`config.mk`:
```
export PLATFORM = sky130hd
export DESIGN_NAME = seq_detect_prog
export DESIGN_NICKNAME = d
export VERILOG_FILES = /design/src/rtl/seq_detect_prog.sv
export SDC_FILE = /design/constraint.sdc
export NUM_CORES = 1
export LEC_CHECK = 0
export ABC_CLOCK_PERIOD_IN_PS = 2700
export CORE_MARGIN = 4
export CORE_UTILIZATION = 45
export CTS_CLUSTER_DIAMETER = 30
export DETAILED_ROUTE_END_ITERATION = 8
export HOLD_SLACK_MARGIN = 0.12
export PLACE_DENSITY_LB_ADDON = 0.2
export SETUP_SLACK_MARGIN = 0.3
export SLEW_MARGIN = 5
export SYNTH_ARGS = -nofsm -noshare
export SYNTH_HDL_FRONTEND = slang
export SYNTH_SLANG_ARGS = --single-unit
```
`constraint.sdc`:
```
create_clock -name clk -period 2.7 [get_ports clk]
set_input_delay 0.405 -clock clk [delete_from_list [all_inputs] [get_ports clk]]
set_output_delay 0.405 -clock clk [all_outputs]
set_load 0.01 [all_outputs]
```
`src/rtl/seq_detect_prog.sv`:
```
`default_nettype none
// ============================================================================
//  Module      : seq_detect_prog
//  Description : Runtime-programmable serial bit-pattern detector. Pattern,
//                length (1..MAX_LEN) and overlap mode are loaded with
//                cfg_load. A registered one-cycle match pulse is raised for
//                every match, and match_count counts matches and saturates.
//                Optional build macro SEQ_DET_MASK_EN adds a per-bit
//                don't-care mask input (cfg_mask) captured on cfg_load.
//  Revision    : 1.0 - initial release
// ============================================================================
module seq_detect_prog #(
    parameter int MAX_LEN = 16,
    parameter int CNT_W   = 8,
    parameter int LEN_W   = $clog2(MAX_LEN + 1)
) (
    input  logic               clk,
    input  logic               rst,
    input  logic               cfg_load,
    input  logic [MAX_LEN-1:0] cfg_pattern,
    input  logic [LEN_W-1:0]   cfg_len,
    input  logic               cfg_overlap,
`ifdef SEQ_DET_MASK_EN
    input  logic [MAX_LEN-1:0] cfg_mask,
`endif
    input  logic               cnt_clr,
    input  logic               bit_valid,
    input  logic               bit_in,
    output logic               match,
    output logic [CNT_W-1:0]   match_count,
    output logic               armed,
    output logic               cfg_err
);

    localparam logic [0:0]       c_st_idle = 1'b0;
    localparam logic [0:0]       c_st_run  = 1'b1;
    localparam logic [LEN_W-1:0] c_max_len = LEN_W'(MAX_LEN);
    localparam logic [CNT_W-1:0] c_cnt_max = {CNT_W{1'b1}};

    logic [0:0]         r_state;
    logic [0:0]         w_state_next;

    // Only MAX_LEN-1 past bits are kept: together with the incoming bit they
    // form the full MAX_LEN window that is compared.
    logic [MAX_LEN-2:0] r_hist;
    logic [LEN_W-1:0]   r_fill;
    logic [MAX_LEN-1:0] r_pattern;
    logic [LEN_W-1:0]   r_len;
    logic               r_overlap;
    logic               r_match;
    logic               r_cfg_err;
    logic [CNT_W-1:0]   r_count;

    logic               w_len_ok;
    logic               w_accept;
    logic               w_reject;
    logic               w_shift;
    logic [MAX_LEN-1:0] w_hist_next;
    logic [LEN_W-1:0]   w_fill_next;
    logic [MAX_LEN-1:0] w_len_mask;
    logic [MAX_LEN-1:0] w_dont_care;
    logic               w_hit;

    // Configuration qualification; cfg_load always takes priority over data.
    assign w_len_ok    = (cfg_len != '0) && (cfg_len <= c_max_len);
    assign w_accept    = cfg_load & w_len_ok;
    assign w_reject    = cfg_load & ~w_len_ok;
    assign w_shift     = (r_state == c_st_run) & bit_valid & ~cfg_load;

    // The window including the bit arriving this cycle is what gets compared.
    assign w_hist_next = {r_hist, bit_in};
    assign w_fill_next = (r_fill == c_max_len) ? r_fill : r_fill + LEN_W'(1);

    // Build a mask selecting the low r_len bits of the window.
    always_comb begin
        w_len_mask = '0;
        for (int i = 0; i < MAX_LEN; i++) begin
            w_len_mask[i] = (i < int'(r_len));
        end
    end

`ifdef SEQ_DET_MASK_EN
    logic [MAX_LEN-1:0] r_mask;

    // Capture the don't-care mask together with the rest of the configuration.
    always_ff @(posedge clk or posedge rst) begin
        if (rst) begin
            r_mask <= '0;
        end else if (w_accept) begin
            r_mask <= cfg_mask;
        end else if (w_reject) begin
            r_mask <= '0;
        end
    end

    assign w_dont_care = r_mask;
`else
    assign w_dont_care = '0;
`endif

    // A hit needs enough history and agreement on every cared-about bit.
    assign w_hit = w_shift && (w_fill_next >= r_len) &&
                   (((w_hist_next ^ r_pattern) & w_len_mask & ~w_dont_care) == '0);

    // FSM state register.
    always_ff @(posedge clk or posedge rst) begin
        if (rst) begin
            r_state <= c_st_idle;
        end else begin
            r_state <= w_state_next;
        end
    end

    // FSM next state: legal load arms (or re-arms), illegal load disarms.
    always_comb begin
        w_state_next = r_state;
        if (w_accept) begin
            w_state_next = c_st_run;
        end else if (w_reject) begin
            w_state_next = c_st_idle;
        end
    end

    // FSM outputs.
    always_comb begin
        armed = (r_state == c_st_run);
    end

    // Configuration registers; a rejected load discards the old setup.
    always_ff @(posedge clk or posedge rst) begin
        if (rst) begin
            r_pattern <= '0;
            r_len     <= '0;
            r_overlap <= 1'b0;
        end else if (w_accept) begin
            r_pattern <= cfg_pattern;
            r_len     <= cfg_len;
            r_overlap <= cfg_overlap;
        end else if (w_reject) begin
            r_pattern <= '0;
            r_len     <= '0;
            r_overlap <= 1'b0;
        end
    end

    // History shift and fill tracking; non-overlap mode restarts fill on a hit.
    always_ff @(posedge clk or posedge rst) begin
        if (rst) begin
            r_hist <= '0;
            r_fill <= '0;
        end else if (cfg_load) begin
            r_hist <= '0;
            r_fill <= '0;
        end else if (w_shift) begin
            r_hist <= w_hist_next[MAX_LEN-2:0];
            r_fill <= (w_hit && !r_overlap) ? '0 : w_fill_next;
        end
    end

    // Registered match and configuration-error pulses.
    always_ff @(posedge clk or posedge rst) begin
        if (rst) begin
            r_match   <= 1'b0;
            r_cfg_err <= 1'b0;
        end else begin
            r_match   <= w_hit;
            r_cfg_err <= w_reject;
        end
    end

    // Saturating match counter; a clear coinciding with a hit leaves one.
    always_ff @(posedge clk or posedge rst) begin
        if (rst) begin
            r_count <= '0;
        end else if (cnt_clr) begin
            r_count <= w_hit ? CNT_W'(1) : '0;
        end else if (w_hit && (r_count != c_cnt_max)) begin
            r_count <= r_count + CNT_W'(1);
        end
    end

    assign match       = r_match;
    assign match_count = r_count;
    assign cfg_err     = r_cfg_err;

endmodule
`default_nettype wire

```
# ---- After elaboration in Yosys (flattened, before gate mapping)
# Index checks and enable logic that the tools add are counted.
dict set report classes {
  add_sub_neg 2
  order_cmp 18
  eq_ne 2
  mux 16
  bitwise 8
  reduce_logical 11
}
# cell count
set op_table {}
lappend op_table {{$lt 4x5->1 const A} 8}
lappend op_table {{$mux 16} 2}
lappend op_table {{$mux 15} 2}
lappend op_table {{$mux 5} 6}
lappend op_table {{$lt 3x5->1 const A} 4}
lappend op_table {{$and 16x16->16} 1}
lappend op_table {{$logic_not 16->1} 1}
lappend op_table {{$mux 8} 2}
lappend op_table {{$xor 16x16->16} 1}
lappend op_table {{$lt 1x5->1 const A} 2}
lappend op_table {{$lt 2x5->1 const A} 2}
lappend op_table {{$add 8x1->8 const B} 1}
lappend op_table {{$ne 8x8->1 const B} 1}
lappend op_table {{$reduce_bool 2->1} 3}
lappend op_table {{$add 5x1->5 const B} 1}
lappend op_table {{$eq 5x5->1 const B} 1}
lappend op_table {{$ge 5x5->1} 1}
lappend op_table {{$le 5x5->1 const B} 1}
lappend op_table {{$logic_and 1x1->1} 5}
lappend op_table {{$reduce_bool 5->1} 1}
lappend op_table {{$and 1x1->1} 4}
lappend op_table {{$mux 1} 4}
lappend op_table {{$not 1->1} 2}
lappend op_table {{$logic_not 1->1} 1}
dict set report totals {
  ff_bits 53
  in_bits 28
  out_inout_bits 11
}

# ---- Longest topological paths before layout
# Gate-level depths: netlist of run 1.
dict set report depth {
  ltp_word 9
  ltp_mapped 14
  depth_no_buf 14
}

# ---- Worst setup path after synthesis of run 1
# OpenSTA, ideal clock, no wires.
dict set report synth_timing {
  path_type {register -> register}
  startpoint {reg r_fill[0]}
  endpoint {reg r_count[7] (netlist: match_count[7])}
  arrival_ns 2.271
  required_time_ns 2.566
  slack_ns 0.295
  path_stages_with_launch 15
  path_buffers 1
  cell_sequence {dfrtp_1 inv_1 ha_1 nand3b_1 nor2_1 xnor2_1 ha_1 nand2b_1 a21o_1 a21oi_1 o21ai_0 nand3_1 buf_2 o41ai_1 a21oi_1}
}
dict set report synth_via {
  elab_chain_len 7
  elab_cells_between_ends 8
}
# element line
set synth_lines {}
lappend synth_lines {{from (decl)} 46} ;# logic [LEN_W-1:0] r_fill;
lappend synth_lines {{from (signal assigned)} 156} ;# r_fill <= (w_hit && !r_overlap) ? '0 : w_fill_next;
lappend synth_lines {{$add 5x1->5 / $eq 5x5->1 (equally long branches)} 72} ;# assign w_fill_next = (r_fill == c_max_len) ? r_fill : r_fill + LEN_W'(1);
lappend synth_lines {{$mux 5 (*)} 72}
lappend synth_lines {{$ge 5x5->1 (*)} 102} ;# assign w_hit = w_shift && (w_fill_next >= r_len) &&
lappend synth_lines {{$logic_and 1x1->1 (*) (2 in a row)} 102}
lappend synth_lines {{$logic_and 1x1->1 (*)} 177} ;# end else if (w_hit && (r_count != c_cnt_max)) begin
lappend synth_lines {{$reduce_bool 2->1 (no source line) (*)} n/a}
lappend synth_lines {{to (signal assigned)} 176} ;# r_count <= w_hit ? CNT_W'(1) : '0;
lappend synth_lines {{to (signal assigned)} 178} ;# r_count <= r_count + CNT_W'(1);
lappend synth_lines {{to (decl)} 52} ;# logic [CNT_W-1:0] r_count;
# Mark *: on every way between the ends. The rest lies on a longest branch, timed or not.
# A chain may end at the register's enable or synchronous reset.

# ---- Final worst setup path of run 1
dict set report layout_timing {
  startpoint {reg r_fill[1]}
  endpoint {reg r_count[5] (netlist: match_count[5])}
}
# The elaborated chain is that of the path after synthesis.

==> reports/qor.yml, run 1 <==
outcome: "finished clean"
crit_path_start_kind: "flop"
required_ns: 2.89
slowest_stage: "dfrtp_1"
path_cells: "inv_1, ha_2, nand3b_1, nor2_2, xnor2_1, ha_1, nand2b_1, a21o_1, a21oi_2, o21ai_2, nand3_4, buf_6, o31ai_2, a21oi_2"
synth_warnings: 0
clock_latency_ns: 0.32
chipHeight_um: 84.1
hold_slack_ns: 0.382
finalHoldViolCount: 0
port_buffers: 38
viasPerCell: 5.70
tns_ns: 0
tightest_slew_ns: 0.709
power.density_nw_per_um2: 477
synth_fp_nets: 275
final_cell_count_no_fill: 359
crit_type: "flop to flop"
dp_cells: 350
drc_errors: 0
place_congestion: 0.831
wl_per_cell_um: 16.0
cts_tree: "done"
cts.sinks: 53
place_hpwl_mm: 4.12
clock_path_buffers: 2
fp.dieArea_sq_um: 7060
syn_area_sq_um: 2600
ys_seq_area_share_pct: 51.0
drv_cap: 0
diodes: 0
synth.avg_cell_area_sq_um: 10.9
rows: 27
r2r-end: "match_count[5]$_DFFE_PP0P_"
slowest_delay_ns: 0.42
io_pins: 39
timing.critical_path.buf_inv: 2
ctsHtreeMaxLevel: 2
slew_headroom_pct: 52.7
synth_seq_cells: 53
hp-class: "input port to asynchronous set/reset pin"
ys_types: 39
r2r_slack_ns: 0.23
initial_core_util_pct: 46.7
wirelength_mm: 5.76
grt_max_degree: 21
nets: 322
drv_slew: 0
cpLargestDelayFamily: "compound AO/OA/AOI/OAI gates"
cts_buffers: 5
grt_pass1_vias: 2040
finalPower_uw: 1580
regArea_sq_um: 1330
grt_overflow_total: 0
ir_drop_v: 0.000260
drive_gt1_share_pct: 16.4
r2r_start: "r_fill[1]$_DFFE_PP0P_"
die_w_um: 84.1
cellLeakagePower_uw: 0.00147
rsz0062_at_grt: "yes"
syn_inst: 239
num-fill-cells: 495
via_count: 2048
cts-root-buf: "clkbuf_8"
max_freq_mhz: 405
syn2layout_area_growth_pct: 27.3
drtAntennaViolNets: 0
grt_pass1_wl_mm: 9.85
grtUsageTotal_pct: 17.1
clkTransAtPathRegs_ns: 0.10
cp_max_fo: 8
holdBufCountCts: 0
setup-violations-final: 0
multi_input_area_sq_um: 1240
final_util_pct: 59.4
period_minus_slack_ns: 2.47
r2r_cells: 14
cp.arrival_ns: 2.66
finalCritPeriodShare_pct: 91.4
crit_top_cell: "a21oi_2"
coreArea_sq_um: 5570
end_kind: "flop"
antenna_found_initial: 0
drt_iter0_markers: 124
skew_ns: 0.0111
drtPass1Iterations: 4
## final cells by class
| type | instances | share of cell area (%) |
|---|---|---|
| repair buffers | 54 | 15.5 |
| inverters | 14 | 1.59 |
| multi-input cells | 158 | 37.4 |
| well taps | 72 | 2.72 |
| flip-flops and latches | 53 | 40.0 |
| clock buffers | 5 | 2.08 |
| clock inverters | 3 | 0.756 |
## registers in the layout, indices dropped and copies added (netlist names)
register	count
match	1
r_pattern	16
armed	1
r_fill	5
r_overlap	1
r_hist	15
match_count	8
r_len	5
cfg_err	1
## metal layers
metal	up-vias	global-route usage (%)	share of wire (%)	routed length (um)
met5	-	0	0	0
met4	0	4.53	1.1	63
met3	6	4.15	4.5	258
met2	51	25.0	46	2650
met1	1015	25.3	48	2790
li1	976	-	-	-
## kinds of logic after synthesis
kind of cell    after synthesis  synth area share [%]
flops                        53                  51.0
compound gates               82                  23.3
xor+xnor                     20                  6.73
mux                           1                 0.385
fa+ha+maj                     8                  3.85
buf+inv                      28                  4.37
simple gates                 47                  10.4
## where the power goes
part           internal, uW  switching, uW
Clock                   188            281
Sequential              827           30.3
Combinational           129            124
## how the worst max path moves through the flow
stage | end | startpoint | cells past startpoint
finish | match_count[5]$_DFFE_PP0P_ | r_fill[1]$_DFFE_PP0P_ | 14
global route | match_count[5]$_DFFE_PP0P_ | r_fill[1]$_DFFE_PP0P_ | 14
CTS | match_count[7]$_DFFE_PP0P_ | r_fill[1]$_DFFE_PP0P_ | 13
detailed placement | match_count[7]$_DFFE_PP0P_ | bit_in | 9
global placement | match_count[7]$_DFFE_PP0P_ | bit_in | 9
floorplan | match_count[7]$_DFFE_PP0P_ | r_fill[0]$_DFFE_PP0P_ | 14
## cell usage in the layout, fill, tap and decap left out, drive strengths merged, types with 2 or more instances in the layout
cell type,instances
o21ai,11
dfrtp,53
xor2,14
a32o,4
nand2,5
or2,2
nor3,2
clkdlybuf4s50,38
or4,4
nand3,7
buf,16
inv,15
o41ai,2
o31ai,3
nand3b,6
a22o,32
a21oi,17
clkbuf,5
o22ai,3
nand2b,2
or3,4
ha,8
nor2,9
xnor2,6
nor4,3
a21o,3
## cell usage after synthesis
| master | number | area share [%] |
|---|---|---|
| mux2i_1 | 1 | 0.38 |
| nor2_1 | 9 | 1.3 |
| and2_1 | 1 | 0.24 |
| or2_2 | 2 | 0.48 |
| o311ai_1 | 1 | 0.34 |
| nand3_1 | 7 | 1.3 |
| dfrtp_1 | 53 | 51 |
| nand2_1 | 5 | 0.72 |
| o31ai_1 | 3 | 0.87 |
| or4_1 | 4 | 1.2 |
| a2111oi_2 | 1 | 0.58 |
| o21a_1 | 1 | 0.29 |
| a31oi_1 | 1 | 0.24 |
| nor4_2 | 1 | 0.48 |
| nand2b_1 | 2 | 0.48 |
| a32o_1 | 4 | 1.5 |
| nor3_1 | 2 | 0.38 |
| nand4_1 | 1 | 0.24 |
| or3_4 | 1 | 0.43 |
| xnor2_1 | 6 | 2.0 |
| ha_1 | 8 | 3.8 |
| a31o_2 | 1 | 0.34 |
| o41ai_1 | 2 | 0.67 |
| clkbuf_1 | 12 | 1.7 |
| o21ai_0 | 11 | 2.1 |
| or3_1 | 3 | 0.72 |
| buf_6 | 1 | 0.43 |
| xor2_1 | 14 | 4.7 |
| a41oi_1 | 1 | 0.34 |
| a21o_1 | 3 | 0.87 |
| nand3b_1 | 6 | 1.7 |
| nor4_1 | 2 | 0.48 |
| o221ai_1 | 1 | 0.34 |
| o22ai_1 | 3 | 0.72 |
| inv_1 | 14 | 2.0 |
| a22o_1 | 32 | 11 |
| a21oi_1 | 17 | 3.3 |
| and3_1 | 1 | 0.24 |
| buf_2 | 1 | 0.19 |
## per-stage QoR
stage          setup slack, ns  instance area, sq um
2_1_floorplan            0.296                  2610
3_3_place_gp            -0.134                  3120
3_5_place_dp            -0.191                  3120
4_1_cts                  0.252                  3280
5_1_grt                 0.0448                  3310
6_report                 0.232                  3310
## what timing repair did
action / 4_1_cts / 5_1_grt
pin swaps: 18 / 2
buffers inserted: 1 / 0
resized for setup: 14 / 8
endpoints found under the hold margin: 0 / 0
setup endpoints to repair: 14 / 14
No activity file was read; power rests on OpenSTA's default activity.
==> run 2, diff against run 1 <==
--- a/config.mk
+++ b/config.mk
@@ -10,7 +10,6 @@
 export CORE_UTILIZATION = 45
 export CTS_CLUSTER_DIAMETER = 30
 export DETAILED_ROUTE_END_ITERATION = 8
-export HOLD_SLACK_MARGIN = 0.12
 export PLACE_DENSITY_LB_ADDON = 0.2
 export SETUP_SLACK_MARGIN = 0.3
 export SLEW_MARGIN = 5
==> results of run 2 <==
Final layout, timing and power as in run 1 (identical DEF).
